### config.mk
export PLATFORM = sky130hd
export DESIGN_NAME = flexka_recursion_sequencer
export DESIGN_NICKNAME = d
export VERILOG_FILES = /design/src/rtl/flexka_recursion_sequencer.sv
export SDC_FILE = /design/constraint.sdc
export NUM_CORES = 2
export LEC_CHECK = 0
export CORE_ASPECT_RATIO = 1.1
export CORE_UTILIZATION = 50
export DETAILED_ROUTE_END_ITERATION = 12
export PLACE_DENSITY = 0.82
export SLEW_MARGIN = 30
export SYNTH_ARGS = -nofsm -noshare
export SYNTH_HDL_FRONTEND = slang
export SYNTH_SLANG_ARGS = --single-unit
export TNS_END_PERCENT = 50
### constraint.sdc
create_clock -name clk -period 9.61 [get_ports clk]
set_clock_uncertainty 0.1 [all_clocks]
set_input_delay 1.4415 -clock clk [delete_from_list [all_inputs] [get_ports clk]]
set_output_delay 1.4415 -clock clk [all_outputs]
set_load 0.01 [all_outputs]
### src/rtl/flexka_recursion_sequencer.sv
// Depth-first Karatsuba recursion walker: issues leaf multiply jobs,
// one combine job per internal node, and drives the external size stack.
module flexka_recursion_sequencer #(
  parameter int SSIZE     = 32,
  parameter int LEAF_SIZE = 64,
  parameter int MAX_DEPTH = 8
) (
  input  logic             clk,
  input  logic             rst,
  input  logic             start,
  input  logic [SSIZE-1:0] size_A,
  input  logic [SSIZE-1:0] size_B,
  output logic             busy,
  output logic             done,
  output logic             error,
  output logic             leaf_valid,
  input  logic             leaf_ready,
  output logic [SSIZE-1:0] leaf_size_A,
  output logic [SSIZE-1:0] leaf_size_B,
  output logic [SSIZE-1:0] leaf_depth,
  output logic [1:0]       leaf_child,
  output logic             comb_valid,
  input  logic             comb_ready,
  output logic [SSIZE-1:0] comb_size_A,
  output logic [SSIZE-1:0] comb_size_B,
  output logic [SSIZE-1:0] comb_depth,
  output logic             stk_push,
  output logic             stk_pop,
  output logic [SSIZE-1:0] stk_in_A2,
  output logic [SSIZE-1:0] stk_in_B2,
  input  logic [SSIZE-1:0] stk_top_A2,
  input  logic [SSIZE-1:0] stk_top_B2,
  output logic [SSIZE-1:0] depth
);

  localparam int DW = $clog2(MAX_DEPTH + 1);

  typedef enum logic [2:0] {
    S_IDLE, S_EVAL, S_LEAF, S_DESCEND,
    S_RETURN, S_RESTORE, S_COMBINE, S_DONE
  } state_t;

  state_t           state;
  logic [SSIZE-1:0] cur_a, cur_b;
  logic [1:0]       cur_child;
  logic [1:0]       child_idx [MAX_DEPTH+1];
  logic [DW-1:0]    didx;
  logic [1:0]       k;
  logic [2*SSIZE-1:0] c0, cn;
  logic             is_zero, is_leaf, at_max;

  // (max+1)>>1 written as (max>>1)+lsb so it cannot overflow SSIZE bits
  function automatic logic [2*SSIZE-1:0] child_of(
    input logic [SSIZE-1:0] a,
    input logic [SSIZE-1:0] b,
    input logic [1:0]       idx
  );
    logic [SSIZE-1:0] mx, hs, ca, cb;
    mx = (a > b) ? a : b;
    hs = {1'b0, mx[SSIZE-1:1]} + {{(SSIZE-1){1'b0}}, mx[0]};
    case (idx)
      2'd0: begin
        ca = (a < hs) ? a : hs;
        cb = (b < hs) ? b : hs;
      end
      2'd1: begin
        ca = (a > hs) ? a - hs : '0;
        cb = (b > hs) ? b - hs : '0;
      end
      default: begin
        ca = hs + SSIZE'(1);
        cb = hs + SSIZE'(1);
      end
    endcase
    return {ca, cb};
  endfunction

  assign didx    = depth[DW-1:0];
  assign k       = child_idx[didx];
  assign c0      = child_of(cur_a, cur_b, 2'd0);
  assign cn      = child_of(stk_top_A2, stk_top_B2, k + 2'd1);
  assign is_zero = (cur_a == '0) || (cur_b == '0);
  assign is_leaf = (cur_a <= SSIZE'(LEAF_SIZE)) &&
                   (cur_b <= SSIZE'(LEAF_SIZE));
  assign at_max  = (depth == SSIZE'(MAX_DEPTH));

  always_ff @(posedge clk) begin
    if (rst) begin
      state       <= S_IDLE;
      cur_a       <= '0;
      cur_b       <= '0;
      cur_child   <= '0;
      busy        <= 1'b0;
      done        <= 1'b0;
      error       <= 1'b0;
      leaf_valid  <= 1'b0;
      leaf_size_A <= '0;
      leaf_size_B <= '0;
      leaf_depth  <= '0;
      leaf_child  <= '0;
      comb_valid  <= 1'b0;
      comb_size_A <= '0;
      comb_size_B <= '0;
      comb_depth  <= '0;
      stk_push    <= 1'b0;
      stk_pop     <= 1'b0;
      stk_in_A2   <= '0;
      stk_in_B2   <= '0;
      depth       <= '0;
      for (int i = 0; i <= MAX_DEPTH; i++) child_idx[i] <= '0;
    end else begin
      stk_push <= 1'b0;
      stk_pop  <= 1'b0;
      done     <= 1'b0;
      unique case (state)
        S_IDLE: if (start) begin
          cur_a     <= size_A;
          cur_b     <= size_B;
          cur_child <= '0;
          depth     <= '0;
          error     <= 1'b0;
          busy      <= 1'b1;
          state     <= S_EVAL;
        end
        S_EVAL: begin
          if (is_zero) begin
            state <= S_RETURN;
          end else if (is_leaf) begin
            leaf_valid  <= 1'b1;
            leaf_size_A <= cur_a;
            leaf_size_B <= cur_b;
            leaf_depth  <= depth;
            leaf_child  <= cur_child;
            state       <= S_LEAF;
          end else begin
            state <= S_DESCEND;
          end
        end
        S_LEAF: if (leaf_ready) begin
          leaf_valid <= 1'b0;
          state      <= S_RETURN;
        end
        S_DESCEND: begin
          if (at_max) begin
            error <= 1'b1;
            busy  <= 1'b0;
            done  <= 1'b1;
            state <= S_DONE;
          end else begin
            stk_push        <= 1'b1;
            stk_in_A2       <= cur_a;
            stk_in_B2       <= cur_b;
            child_idx[didx] <= 2'd0;
            {cur_a, cur_b}  <= c0;
            cur_child       <= 2'd0;
            depth           <= depth + SSIZE'(1);
            state           <= S_EVAL;
          end
        end
        S_RETURN: begin
          if (depth == '0) begin
            busy  <= 1'b0;
            done  <= 1'b1;
            state <= S_DONE;
          end else begin
            stk_pop <= 1'b1;
            depth   <= depth - SSIZE'(1);
            state   <= S_RESTORE;
          end
        end
        // first cycle is the pop itself; the top entry is usable one cycle later
        S_RESTORE: if (!stk_pop) begin
          if (k != 2'd2) begin
            stk_push        <= 1'b1;
            stk_in_A2       <= stk_top_A2;
            stk_in_B2       <= stk_top_B2;
            child_idx[didx] <= k + 2'd1;
            {cur_a, cur_b}  <= cn;
            cur_child       <= k + 2'd1;
            depth           <= depth + SSIZE'(1);
            state           <= S_EVAL;
          end else begin
            comb_valid  <= 1'b1;
            comb_size_A <= stk_top_A2;
            comb_size_B <= stk_top_B2;
            comb_depth  <= depth;
            state       <= S_COMBINE;
          end
        end
        S_COMBINE: if (comb_ready) begin
          comb_valid <= 1'b0;
          cur_a      <= comb_size_A;
          cur_b      <= comb_size_B;
          state      <= S_RETURN;
        end
        S_DONE:  state <= S_IDLE;
        default: state <= S_IDLE;
      endcase
    end
  end

endmodule

==> results by stage <==
Run status:
- The flow ran to the end, and the final reports show no timing, DRC or antenna violations.

Power:
- Net switching is 49.2% of the power.
- The net switching power is 5550 uW.
- The power density over the cells is 302 mW/mm^2.
- The peak supply drop is 0.000252 V.
- In this run the static leakage power is 0.0142 uW.
- The internal portion of total power is 5740 uW.
- The combinational group share of total power is 60.9%.
- Of the total power, the clock network draws 17.4%.
- The proportion of power drawn by flip-flops and latches is 21.7%.

Synth:
- In the synthesized netlist the async set-or-reset flop fraction comes to 0%.
- Among all flip-flop cells after synthesis, the most frequent one is sky130_fd_sc_hd__dfxtp_1.
- Sorting the synthesized cells by how often they occur yields 673 x sky130_fd_sc_hd__nand2_1, 370 x sky130_fd_sc_hd__dfxtp_1, 346 x sky130_fd_sc_hd__a21oi_1.
- After synthesis, the mean cell area works out to 7.63 um^2.
- The net count after synthesis is 4282.
- The largest family of logic cells by synthesized area is compound AO/OA/AOI/OAI gates.
- The dominant cell by count in the synthesized netlist is sky130_fd_sc_hd__nand2_1.
- In the synthesized netlist, mux cells make up 5.16% of the area.
- The simple-gate share of the synthesized area is 22.2%.
- The cell count after synthesis is 3944.
- For this run, the number of Yosys warnings is 0.
- Counting flops and latches in the post-synthesis netlist gives 402.
- The count of flip-flops with a built-in enable after synthesis is 32.
- The adder-cell share of the synthesized area is 9.14%.
- Summing the sequential cell areas from Yosys gives 27.8% of the chip area.
- The area fraction of the dominant cell type after synthesis is 24.6%.
- Synthesis instantiated 114 different standard cells from the library.
- Summing the areas of all xor and xnor instances in the mapped netlist gives 6.14% of the synthesized area.
- The cell taking the most area after synthesis is sky130_fd_sc_hd__dfxtp_1.
- The synthesized netlist occupies a cell area of 0.0301 mm^2.
- Summing the areas of all compound-gate instances in the mapped netlist gives 23.9% of the synthesized area.
- By area the synthesized netlist is led by sky130_fd_sc_hd__dfxtp_1 25%, sky130_fd_sc_hd__ha_1 8.4%, sky130_fd_sc_hd__nand2_1 8.4%.

Clocking:
- The root cell of the clock tree is sky130_fd_sc_hd__clkbuf_16.
- After clock tree synthesis, the repair step resized 0 gates.
- TritonCTS built the clock tree.
- The maximum count of clock buffers along a single path is 3.
- The clock-pin slew reported for the worst setup and hold paths after clock tree synthesis is 0.06 ns.
- The latest clock arrival within the worst-skew pair is 0.63 ns.
- The count of buffers added by post-CTS timing repair for setup is 0.
- TritonCTS created 46 clock buffers.
- The clock drives 402 sinks.
- In this run the number of H-tree levels came out at 2.
- The number of hold buffers added after cts is 0.

Floorplan:
- The die is 259 um tall.
- The initial core utilization is 51.0%.
- The floorplan step defined a die boundary enclosing 0.0611 mm^2.
- The count of standard-cell rows is 93.
- The number of top-level design ports is 430.
- The area of the placeable core is 0.0590 mm^2.
- Measured along the x axis, the die boundary spans 236 um.

GRT:
- The overall track demand over capacity in global routing is 44.4%.
- The first global-routing pass estimated 206000 um of wire.
- The initial antenna violation count is 13.
- The total global routing overflow is 0.
- The pin count of the biggest net entering global routing is 88.
- The number of global-route vias before repair came to 32339.

Placed design:
- After legalization and detailed placement, the total HPWL measured 102000 um.
- Summing all placed instances gives a cell area of 0.0357 mm^2.
- The number of I/O port buffers is 429.
- Before CTS, the worst setup slack after placement is 0.135 ns.
- The weighted congestion reported at the end of routability-driven placement is 1.11.
- The total instance count after detailed placement is 5042.

Cells and area:
- The relative area change from synthesis to final layout is 24.4%.
- The filler cells instantiated in the layout total 5118.
- The post-route non-filler standard cell count is 5139.
- In the final layout, the share of cells above drive strength 1 is 8.50%.
- The net count of the finished layout is 4668.
- After routing the design area is 0.0374 mm^2.

Worst setup path:
- The cell at the slowest stage of the critical path is sky130_fd_sc_hd__a31oi_1.
- The launching instance or port of the critical path is stk_top_B2[27].
- The worst setup path is captured at a register.
- STA classifies the critical path startpoint as a primary input.
- The kind of cell with the highest combined delay along the critical path is compound AO/OA/AOI/OAI gates.
- The largest stage delay on the critical path is 0.69 ns.
- The category of the most critical setup path is primary input to register.
- Data on the critical path arrives at its endpoint at 9.50 ns.
- The largest fanout on the critical path is 9.
- The required time of the critical path is 10.05 ns.
- The critical path contains buffers and inverters numbering 4 combined.
- The launch instance of the worst register-to-register path is cur_b[24]$_SDFFE_PP0P_.
- The cell repeated most along the worst path is sky130_fd_sc_hd__ha_1.

Detailed routing:
- For this run, design rule violations remaining after detail routing come to 0.
- The post-detailed-route via-to-cell ratio is 6.73.
- Across all layers, the routed design uses 34566 vias.
- After detailed routing, the average wire length per cell comes to 27.1 um.
- Summed over all layers, the routed wires come to 139000 um.
- The number of nets with antenna violations after routing is 0.
- The total iterations of the first detailed-routing run is 9.
- In this run, the number of DRC markers left after iteration 0 of detailed routing was 4859.

Timing:
- Headroom to the max-slew limit came out at 26.3%.
- The number of pins exceeding their max-slew limit in the final report was 0.
- In the post-route analysis, the smallest setup slack over all paths is 0.554 ns.
- Setup total negative slack on the finished layout was measured at 0 ns.
- Setup violations remaining at the end of the flow were counted as 0.
- The count of final hold-check violations came to 0.
- The minimum period implied by the final worst setup slack is 9.06 ns.
- Static timing analysis puts the maximum clock frequency at 110 MHz.
- Setup repair after global routing left no endpoint under its margin.
- For the pin with the worst max-slew slack, the measured transition is 1.11 ns.
- In the finished design, the share of the clock period the worst path needs comes to 94.2%.

Worst hold path:
- The beginning of the worst hold path is leaf_depth[17]$_SDFFE_PP0P_.
- The classification of the worst-slack hold path is register to register.

Job:
- Across the run, the number of max-cap violations was 0.
==> area by class of cell <==
| cell class | instances | area [um^2] | share of cell area, % |
|---|---|---|---|
| Inverter | 136 | 510 | 1.36 |
| Tap cell | 760 | 951 | 2.54 |
| Antenna cell | 12 | 30.0 | 0.0803 |
| Clock buffer | 54 | 1210 | 3.24 |
| Timing Repair Buffer | 617 | 5740 | 15.3 |
| Multi-Input combinational cell | 3127 | 20200 | 53.9 |
| Clock inverter | 31 | 438 | 1.17 |
| Sequential cell | 402 | 8370 | 22.4 |
==> layer usage <==
layer / vias to the layer above / track usage (%) / wire, um / share of wire (%)
met4: 10 / 33.8 / 13000 / 9.4
met1: 15966 / 51.3 / 48300 / 35
li1: 15065 / - / - / -
met3: 786 / 15.5 / 19500 / 14
met5: - / 0 / 61 / 0.044
met2: 2739 / 67.6 / 58500 / 42
==> layout by cell type (no fill, tap or decap), types with 26 or more instances in the layout <==
master / netlist / final
sky130_fd_sc_hd__o221ai_1: 26 / 26
sky130_fd_sc_hd__a21oi_1: 346 / 344
sky130_fd_sc_hd__a211oi_1: 34 / 34
sky130_fd_sc_hd__a22oi_1: 36 / 36
sky130_fd_sc_hd__edfxtp_1: 32 / 32
sky130_fd_sc_hd__mux2i_1: 103 / 101
sky130_fd_sc_hd__nor4_1: 32 / 32
sky130_fd_sc_hd__nor2b_1: 27 / 26
sky130_fd_sc_hd__clkdlybuf4s50_1: 0 / 428
sky130_fd_sc_hd__nand4_1: 63 / 63
sky130_fd_sc_hd__a21o_1: 59 / 59
sky130_fd_sc_hd__ha_1: 202 / 201
sky130_fd_sc_hd__a31oi_1: 50 / 49
sky130_fd_sc_hd__o211ai_1: 49 / 49
sky130_fd_sc_hd__xor2_1: 57 / 57
sky130_fd_sc_hd__and3_1: 88 / 87
sky130_fd_sc_hd__xnor2_1: 152 / 152
sky130_fd_sc_hd__buf_4: 3 / 185
sky130_fd_sc_hd__dfxtp_1: 370 / 369
sky130_fd_sc_hd__clkbuf_16: 0 / 46
sky130_fd_sc_hd__o21ai_0: 184 / 180
sky130_fd_sc_hd__nand2_1: 673 / 671
sky130_fd_sc_hd__nor2_1: 307 / 304
sky130_fd_sc_hd__nor3_1: 63 / 61
sky130_fd_sc_hd__a311oi_1: 66 / 66
sky130_fd_sc_hd__inv_1: 133 / 131
sky130_fd_sc_hd__nand3_1: 106 / 104
==> through the flow <==
step	utilization [%]	total power (uW)	hold WS (ns)
2_1_floorplan	-	6750	0.350
3_3_place_gp	60.5	8840	0.337
3_5_place_dp	60.6	8960	0.342
4_1_cts	63.3	10900	0.350
5_1_grt	63.4	11800	0.367
6_report	63.4	11300	0.351
==> final timing paths <==
check / to / slack, ns / cells after the start
worst min-delay path: leaf_depth[17]$_SDFFE_PP0P_ / 0.35 / 2
worst max register to register: cur_a[6]$_SDFFE_PP0P_ / 0.63 / 29
worst max-delay path: cur_a[31]$_SDFFE_PP0P_ / 0.55 / 33
worst min register to register: leaf_depth[17]$_SDFFE_PP0P_ / 0.35 / 2
==> power by group through the flow <==
stage | clock, uW | sequential [uW] | combinational [uW]
2_1_floorplan | 0 | 2290 | 4450
6_report | 1960 | 2450 | 6870
3_5_place_dp | 0 | 2450 | 6510
4_1_cts | 1960 | 2420 | 6570
3_3_place_gp | 0 | 2450 | 6390
5_1_grt | 2020 | 2470 | 7310
==> registers in the layout (all words and copies together), names as in the netlist, 2 cells and up, named ones only <==
register     count
child_idx       32
comb_depth      32
comb_size_A     32
comb_size_B     32
cur_a           32
cur_b           32
depth           32
leaf_depth      32
leaf_size_A     32
leaf_size_B     32
stk_in_A2       32
stk_in_B2       32
state            3
cur_child        2
leaf_child       2
==> worst register-to-register path, delay by kind of cell (launching register included) <==
kind | cells | cell delay (ns)
AO/OA/AOI/OAI | 12 | 3.56
XOR/XNOR | 1 | 0.37
adder cells (fa/ha/maj) | 3 | 0.94
buffers and inverters | 2 | 0.27
flip-flops | 1 | 0.55
multiplexers | 2 | 0.74
AND/OR/NAND/NOR | 9 | 2.39
==> logic make-up (layout without fill, tap and decap cells) <==
family                   Yosys count  in the layout
XOR/XNOR                         210            210
adder cells (fa/ha/maj)          221            221
buffers and inverters            415            838
flip-flops                       402            402
other                              0             12
multiplexers                     137            137
AND/OR/NAND/NOR                 1466           1466
AO/OA/AOI/OAI                   1093           1093
Note: power is estimated with default switching activity, not from simulation.
